## src/rtl/alu_op_sequencer_if.sv

```systemverilog
// Handshake bundle between the ID-stage controller (master) and the ALU op sequencer (slave).
interface alu_op_sequencer_if #(
    parameter int CTRL_W = 5
);
    logic              in_valid;
    logic              in_ready;
    logic [3:0]        aluop;
    logic [5:0]        funct;
    logic              flush;
    logic              out_valid;
    logic              out_ready;
    logic [CTRL_W-1:0] alucontrol;
    logic              multi;
    logic              busy;
    logic              stall;

    modport master (
        output in_valid, aluop, funct, flush, out_ready,
        input  in_ready, out_valid, alucontrol, multi, busy, stall
    );

    modport slave (
        input  in_valid, aluop, funct, flush, out_ready,
        output in_ready, out_valid, alucontrol, multi, busy, stall
    );
endinterface

```

## src/rtl/alu_op_sequencer.sv

```systemverilog
// Registered ALU control decoder with valid/ready flow control and a multiplier occupancy window.
// Optional performance counters are built when ALU_SEQ_PERF_EN is defined.
module alu_op_sequencer #(
    parameter int CTRL_W     = 5,
    parameter int MUL_CYCLES = 4
) (
    input  logic                 clk,
    input  logic                 rst_n,
    alu_op_sequencer_if.slave    bus
`ifdef ALU_SEQ_PERF_EN
    ,
    output logic [31:0]          perf_issued,
    output logic [31:0]          perf_stall
`endif
);

    localparam logic [3:0] MUL_LOAD = 4'(MUL_CYCLES);

    function automatic logic [4:0] decode(input logic [3:0] aluop, input logic [5:0] funct);
        logic [4:0] code;
        code = 5'd0;
        case (aluop)
            4'd0: begin
                case (funct)
                    6'b100000: code = 5'd0;
                    6'b100001: code = 5'd1;
                    6'b100010: code = 5'd2;
                    6'b011000: code = 5'd3;
                    6'b011001: code = 5'd4;
                    6'b100100: code = 5'd5;
                    6'b100101: code = 5'd6;
                    6'b100111: code = 5'd7;
                    6'b100110: code = 5'd8;
                    6'b000000: code = 5'd9;
                    6'b000010: code = 5'd10;
                    6'b000100: code = 5'd11;
                    6'b101010: code = 5'd12;
                    6'b001011: code = 5'd13;
                    6'b001010: code = 5'd14;
                    6'b000110: code = 5'd15;
                    6'b000011: code = 5'd16;
                    6'b000111: code = 5'd17;
                    6'b101011: code = 5'd18;
                    default:   code = 5'd0;
                endcase
            end
            4'd1:  code = 5'd0;
            4'd2:  code = 5'd2;
            4'd3:  code = 5'd6;
            4'd4:  code = 5'd5;
            4'd5:  code = 5'd8;
            4'd6:  code = 5'd7;
            4'd7:  code = 5'd1;
            4'd8:  code = 5'd2;
            4'd9:  code = 5'd3;
            4'd10: code = 5'd12;
            4'd11: code = 5'd12;
            4'd12: begin
                case (funct)
                    6'b000010: code = 5'd19;
                    6'b000000: code = 5'd20;
                    6'b000100: code = 5'd21;
                    default:   code = 5'd0;
                endcase
            end
            default: code = 5'd0;
        endcase
        return code;
    endfunction

    // Only these codes occupy the multiplier; undefined encodings decode to 0 and never qualify.
    function automatic logic is_multi(input logic [4:0] code);
        return (code == 5'd3) || (code == 5'd4) || (code == 5'd19) ||
               (code == 5'd20) || (code == 5'd21);
    endfunction

    logic [4:0]        code_p0;
    logic              multi_p0;
    logic              vld_p1;
    logic              multi_p1;
    logic [CTRL_W-1:0] ctrl_p1;
    logic [3:0]        busy_cnt;
    logic              busy;
    logic              in_ready;
    logic              accept;
    logic              xfer;
    logic              stall;

    always_comb begin
        code_p0  = decode(bus.aluop, bus.funct);
        multi_p0 = is_multi(code_p0);
        busy     = (busy_cnt != 4'd0);
        in_ready = !busy && (!vld_p1 || bus.out_ready) && !bus.flush;
        accept   = bus.in_valid && in_ready;
        xfer     = vld_p1 && bus.out_ready;
        stall    = bus.in_valid && !in_ready;
    end

    // Stage p0 -> p1: decoded op captured into the output register
    always_ff @(posedge clk or negedge rst_n) begin
        if (!rst_n) begin
            vld_p1   <= 1'b0;
            multi_p1 <= 1'b0;
            ctrl_p1  <= '0;
            busy_cnt <= 4'd0;
        end else if (bus.flush) begin
            vld_p1   <= 1'b0;
            multi_p1 <= 1'b0;
            busy_cnt <= 4'd0;
        end else begin
            if (accept) begin
                vld_p1   <= 1'b1;
                ctrl_p1  <= CTRL_W'(code_p0);
                multi_p1 <= multi_p0;
            end else if (xfer) begin
                vld_p1 <= 1'b0;
            end
            // With MUL_CYCLES=0 the load value is zero, so the window never opens.
            if (xfer && multi_p1) begin
                busy_cnt <= MUL_LOAD;
            end else if (busy) begin
                busy_cnt <= busy_cnt - 4'd1;
            end
        end
    end

    assign bus.in_ready   = in_ready;
    assign bus.out_valid  = vld_p1;
    assign bus.alucontrol = ctrl_p1;
    assign bus.multi      = multi_p1;
    assign bus.busy       = busy;
    assign bus.stall      = stall;

`ifdef ALU_SEQ_PERF_EN
    // Counters survive flush; only reset clears them.
    always_ff @(posedge clk or negedge rst_n) begin
        if (!rst_n) begin
            perf_issued <= 32'd0;
            perf_stall  <= 32'd0;
        end else begin
            if (xfer) begin
                perf_issued <= perf_issued + 32'd1;
            end
            if (stall) begin
                perf_stall <= perf_stall + 32'd1;
            end
        end
    end
`endif

endmodule

```

## src/flat_wrapper.sv

```systemverilog
// flat-port wrapper written by rule: the top's interface ports become plain ports
module alu_op_sequencer_flat 
#(
    parameter int CTRL_W     = 5,
    parameter int MUL_CYCLES = 4
)
  (clk, rst_n, bus_in_valid, bus_aluop, bus_funct, bus_flush, bus_out_ready, bus_in_ready, bus_out_valid, bus_alucontrol, bus_multi, bus_busy, bus_stall);
  alu_op_sequencer_if #(.CTRL_W(CTRL_W)) bus_i ();
  input  logic clk;
  input  logic rst_n;
  input wire logic [$bits(bus_i.in_valid)-1:0] bus_in_valid;
  input wire logic [$bits(bus_i.aluop)-1:0] bus_aluop;
  input wire logic [$bits(bus_i.funct)-1:0] bus_funct;
  input wire logic [$bits(bus_i.flush)-1:0] bus_flush;
  input wire logic [$bits(bus_i.out_ready)-1:0] bus_out_ready;
  output wire logic [$bits(bus_i.in_ready)-1:0] bus_in_ready;
  output wire logic [$bits(bus_i.out_valid)-1:0] bus_out_valid;
  output wire logic [$bits(bus_i.alucontrol)-1:0] bus_alucontrol;
  output wire logic [$bits(bus_i.multi)-1:0] bus_multi;
  output wire logic [$bits(bus_i.busy)-1:0] bus_busy;
  output wire logic [$bits(bus_i.stall)-1:0] bus_stall;
  assign bus_i.in_valid = bus_in_valid;
  assign bus_i.aluop = bus_aluop;
  assign bus_i.funct = bus_funct;
  assign bus_i.flush = bus_flush;
  assign bus_i.out_ready = bus_out_ready;
  assign bus_in_ready = bus_i.in_ready;
  assign bus_out_valid = bus_i.out_valid;
  assign bus_alucontrol = bus_i.alucontrol;
  assign bus_multi = bus_i.multi;
  assign bus_busy = bus_i.busy;
  assign bus_stall = bus_i.stall;
  alu_op_sequencer #(.CTRL_W(CTRL_W), .MUL_CYCLES(MUL_CYCLES)) u_core (.clk(clk), .rst_n(rst_n), .bus(bus_i));
endmodule
```

## config.mk

```make
export PLATFORM = sky130hd
export DESIGN_NAME = alu_op_sequencer_flat
export DESIGN_NICKNAME = d
export VERILOG_FILES = /design/src/rtl/alu_op_sequencer_if.sv /design/src/rtl/alu_op_sequencer.sv /design/src/flat_wrapper.sv
export SDC_FILE = /design/constraint.sdc
export NUM_CORES = 1
export LEC_CHECK = 0
export CAP_MARGIN = 20
export CORE_MARGIN = 2
export CORE_UTILIZATION = 50
export CTS_CLUSTER_DIAMETER = 200
export DETAILED_ROUTE_END_ITERATION = 7
export HOLD_SLACK_MARGIN = 0.06
export PLACE_DENSITY = 0.83
export SYNTH_ARGS = -nofsm -noshare
export SYNTH_HDL_FRONTEND = slang
export SYNTH_SLANG_ARGS = --single-unit
```

## constraint.sdc

```tcl
create_clock -name clk -period 1.7 [get_ports clk]
set_input_delay 0.17 -clock clk [delete_from_list [all_inputs] [get_ports clk]]
set_output_delay 0.17 -clock clk [all_outputs]
set_load 0.1 [all_outputs]
```

==> impl_metrics.json <==
{
  "status": "finished with violations",
  "violations": "negative setup slack",
  "arrival_ns": 1.55,
  "combPwrFrac_pct": 74.8,
  "irDropWorstVdd_mv": 1.250,
  "initial_core_util_pct": 52.37,
  "clockRootBuffer": "clkbuf_4",
  "grt_pass1_vias": 1213,
  "fill_cells": 118,
  "clkPwrFrac_pct": 7.5,
  "vias_per_cell": 6.099,
  "synth_nets": 159,
  "postCtsHoldBufs": 0,
  "clock_sinks": 11,
  "antennaDiodeCount": 0,
  "ys.flop_type": "dfrtp_1",
  "grt_use_total_pct": 26.95,
  "overflow": 0,
  "dieHeight_um": 51.91,
  "placed_area_um2": 1662,
  "cts_buffers": 3,
  "layout_setup_ws_ns": -0.01773,
  "drcViolationCount": 0,
  "grt_max_degree": 13,
  "async_flop_share_pct": 100.0,
  "dieArea_um2": 2694,
  "swShare_pct": 53.18,
  "hold_class": "primary input to async pin",
  "drive_gt1_share_pct": 43.63,
  "synth_cells": 137,
  "hold_viol": 0,
  "num_io_pins": 25,
  "crit_fanout": 2,
  "die_width_um": 51.91,
  "grt_setup_unrepaired": "yes",
  "synth-seq-area-share_pct": 23.99,
  "synthToLayoutAreaGrowth_pct": 66.74,
  "cts_tree": "done",
  "drt_iter0_drc": 30,
  "crit_type": "flop to output pin",
  "drv_slew": 0,
  "rows": 17,
  "drt-pass1-iter-count": 7,
  "dp_hpwl_um": 2512,
  "synth_top_cells_by_area": "dfrtp_1 (24%), ha_1 (7.6%), nor2b_1 (4.4%), nand2b_1 (3.8%), nand2_1 (3.6%)",
  "yosys.area.top_type_share_pct": 23.99,
  "p_int_mw": 1.123,
  "p_leak_nw": 0.8750,
  "yosysUniqueCellTypes": 53,
  "netlist_area_um2": 1147,
  "synth_top_cell_by_area": "dfrtp_1",
  "ys_ff_latch": 11,
  "relSlewSlack_pct": 64.61,
  "required_ns": 1.53,
  "tightest_slew_ns": 0.5292,
  "p_per_area_nw_per_um2": 1254,
  "grt_pass1_wl_um": 5485,
  "cpMaxStageDelayCell": "dfrtp_1",
  "pre_cts_slack_ns": -0.5258,
  "clk_latency_ns": 0.27,
  "fin_nets": 227,
  "wl_per_cell_um": 17.78,
  "fin_area_um2": 1913,
  "path_clk_slew_ns": 0.08,
  "num_vias": 1415,
  "pwr-share-seq_pct": 17.7,
  "min_period_over_period_pct": 101.0,
  "setup-violations-final": 2,
  "cts_buffer_depth": 2,
  "antenna_found_initial": 0,
  "endpoint_kind": "output pin",
  "drv_cap": 0,
  "slowest_delay_ns": 0.40,
  "finalWirelength_um": 4124,
  "syn_area_per_cell_um2": 8.375,
  "clock_skew_ns": 0.009272,
  "postRouteAntennaNets": 0,
  "start_kind": "flop",
  "io_buffer_count": 24,
  "fmax_mhz": 582.2,
  "synth_edf_count": 0,
  "critical_path.cell_chain": "inv_2, ha_4, nand2_8, nor3b_4, buf_6, nor2b_4, buf_12",
  "fin_tns_setup_ns": -0.02509,
  "core_um2": 2191,
  "fin_crit_ns": 1.718,
  "h-tree-depth": 1,
  "power_switching_mw": 1.276,
  "place_congestion": 0.8318,
  "reg2regPathDepth": 8,
  "ys_warn_count": 0,
  "power_mw": 2.399
}
-- kinds of logic (layout without fill, tap and decap cells) --
| group | count (synthesis) | after routing | share of synthesized area (%) |
|---|---|---|---|
| AND/OR/NAND/NOR | 62 | 62 | 31.73 |
| AO/OA/AOI/OAI | 38 | 38 | 26.61 |
| buffers and inverters | 14 | 81 | 5.888 |
| flip-flops | 11 | 11 | 23.99 |
| adder cells (fa/ha/maj) | 7 | 7 | 7.633 |
| XOR/XNOR | 3 | 3 | 2.290 |
| multiplexers | 2 | 2 | 1.854 |
-- cells in the final DEF (no fill, tap or decap), drive strengths merged, types with 3 or more instances in the layout --
master	instances
a21oi	6
a22o	3
buf	55
clkbuf	6
clkdlybuf4s50	5
dfrtp	11
dlymetal6s2s	4
ha	7
inv	8
nand2	11
nand2b	7
nand3	5
nor2	12
nor2b	8
nor3	5
nor3b	4
o21ai	7
-- power groups by stage --
stage | combinational [mW] | sequential [mW] | clock [mW]
final | 1.79 | 0.425 | 0.180
after detailed placement | 1.56 | 0.435 | 0
after global routing | 1.88 | 0.432 | 0.190
after floorplan | 0.797 | 0.746 | 0
after CTS | 1.68 | 0.418 | 0.175
after global placement | 1.51 | 0.427 | 0
-- cell type report --
| type | instances | area [µm²] | area share (%) |
|---|---|---|---|
| Inverter | 8 | 30.03 | 1.570 |
| Clock buffer | 4 | 26.28 | 1.373 |
| Sequential cell | 11 | 276.5 | 14.45 |
| Multi-Input combinational cell | 112 | 940.9 | 49.18 |
| Tap cell | 28 | 35.03 | 1.831 |
| Timing Repair Buffer | 69 | 604.3 | 31.59 |
-- sequential cells by signal, summed over array words and instances (netlist names) --
| signal | flops |
|---|---|
| u_core.bus.out_valid | 1 |
| u_core.busy_cnt | 4 |
| u_core.bus.alucontrol | 5 |
| u_core.bus.multi | 1 |
-- worst max-delay path, delay by kind of cell, from the launching register on --
kind,cells,cell delay [ns]
fa+ha+maj,1,0.16
simple gates,3,0.32
buf+inv,3,0.40
flops,1,0.40
-- repair_timing --
action                                  in CTS  in global routing
endpoints found under the setup margin       7                  8
buffers inserted                             5                 10
hold endpoints to repair                     0                  0
cloned                                       0                  1
gates resized for setup                     14                 23
pin swaps                                   12                 13
-- path summary, 6_finish.rpt --
| path | slack [ns] | end | from |
|---|---|---|---|
| min in group clk | 0.51 | u_core.busy_cnt[2] | bus_out_ready |
| hold / removal | 0.24 | u_core.busy_cnt[2] | rst_n |
| hold reg to reg | 0.53 | u_core.bus.alucontrol[1] | u_core.bus.alucontrol[1] |
| setup / recovery | -0.02 | bus_stall | u_core.busy_cnt[1] |
| setup reg to reg | -0.01 | u_core.bus.multi | u_core.busy_cnt[1] |
| max in group asynchronous | 1.08 | u_core.bus.out_valid | rst_n |
-- per-layer routing --
layer / global-route usage, % / routed length (µm) / vias to the layer above / part of all wire [%]
li1: - / - / 648 / -
met1: 30.77 / 1563 / 668 / 38
met2: 50.84 / 2197 / 81 / 53
met3: 3.161 / 239 / 18 / 5.8
met4: 9.211 / 123 / 0 / 3.0
met5: 0 / 0 / - / 0
-- Yosys cell counts (2+ instances only) --
library cell / number
dfrtp_1: 11
nand2_1: 11
nor2_1: 11
inv_1: 8
nor2b_1: 8
ha_1: 7
nand2b_1: 7
a21oi_1: 5
nand3_1: 5
nor3_1: 4
o21ai_1: 4
a22o_1: 3
buf_2: 3
nor3b_1: 3
o21ai_0: 3
a211oi_1: 2
a22oi_1: 2
a2bb2oi_1: 2
a32oi_1: 2
nand3b_1: 2
xnor2_1: 2
-- metrics by stage --
stage / hold WS (ns) / utilization, % / instances
after detailed placement: 0.4932 / 75.84 / 212
after CTS: 0.2542 / 80.01 / 221
after global placement: 0.4654 / 75.84 / 212
final: 0.2435 / 87.32 / 232
after global routing: 0.2742 / 87.32 / 232
after floorplan: -0.1256 / - / 137
No activity file was read; power rests on OpenSTA's default activity.
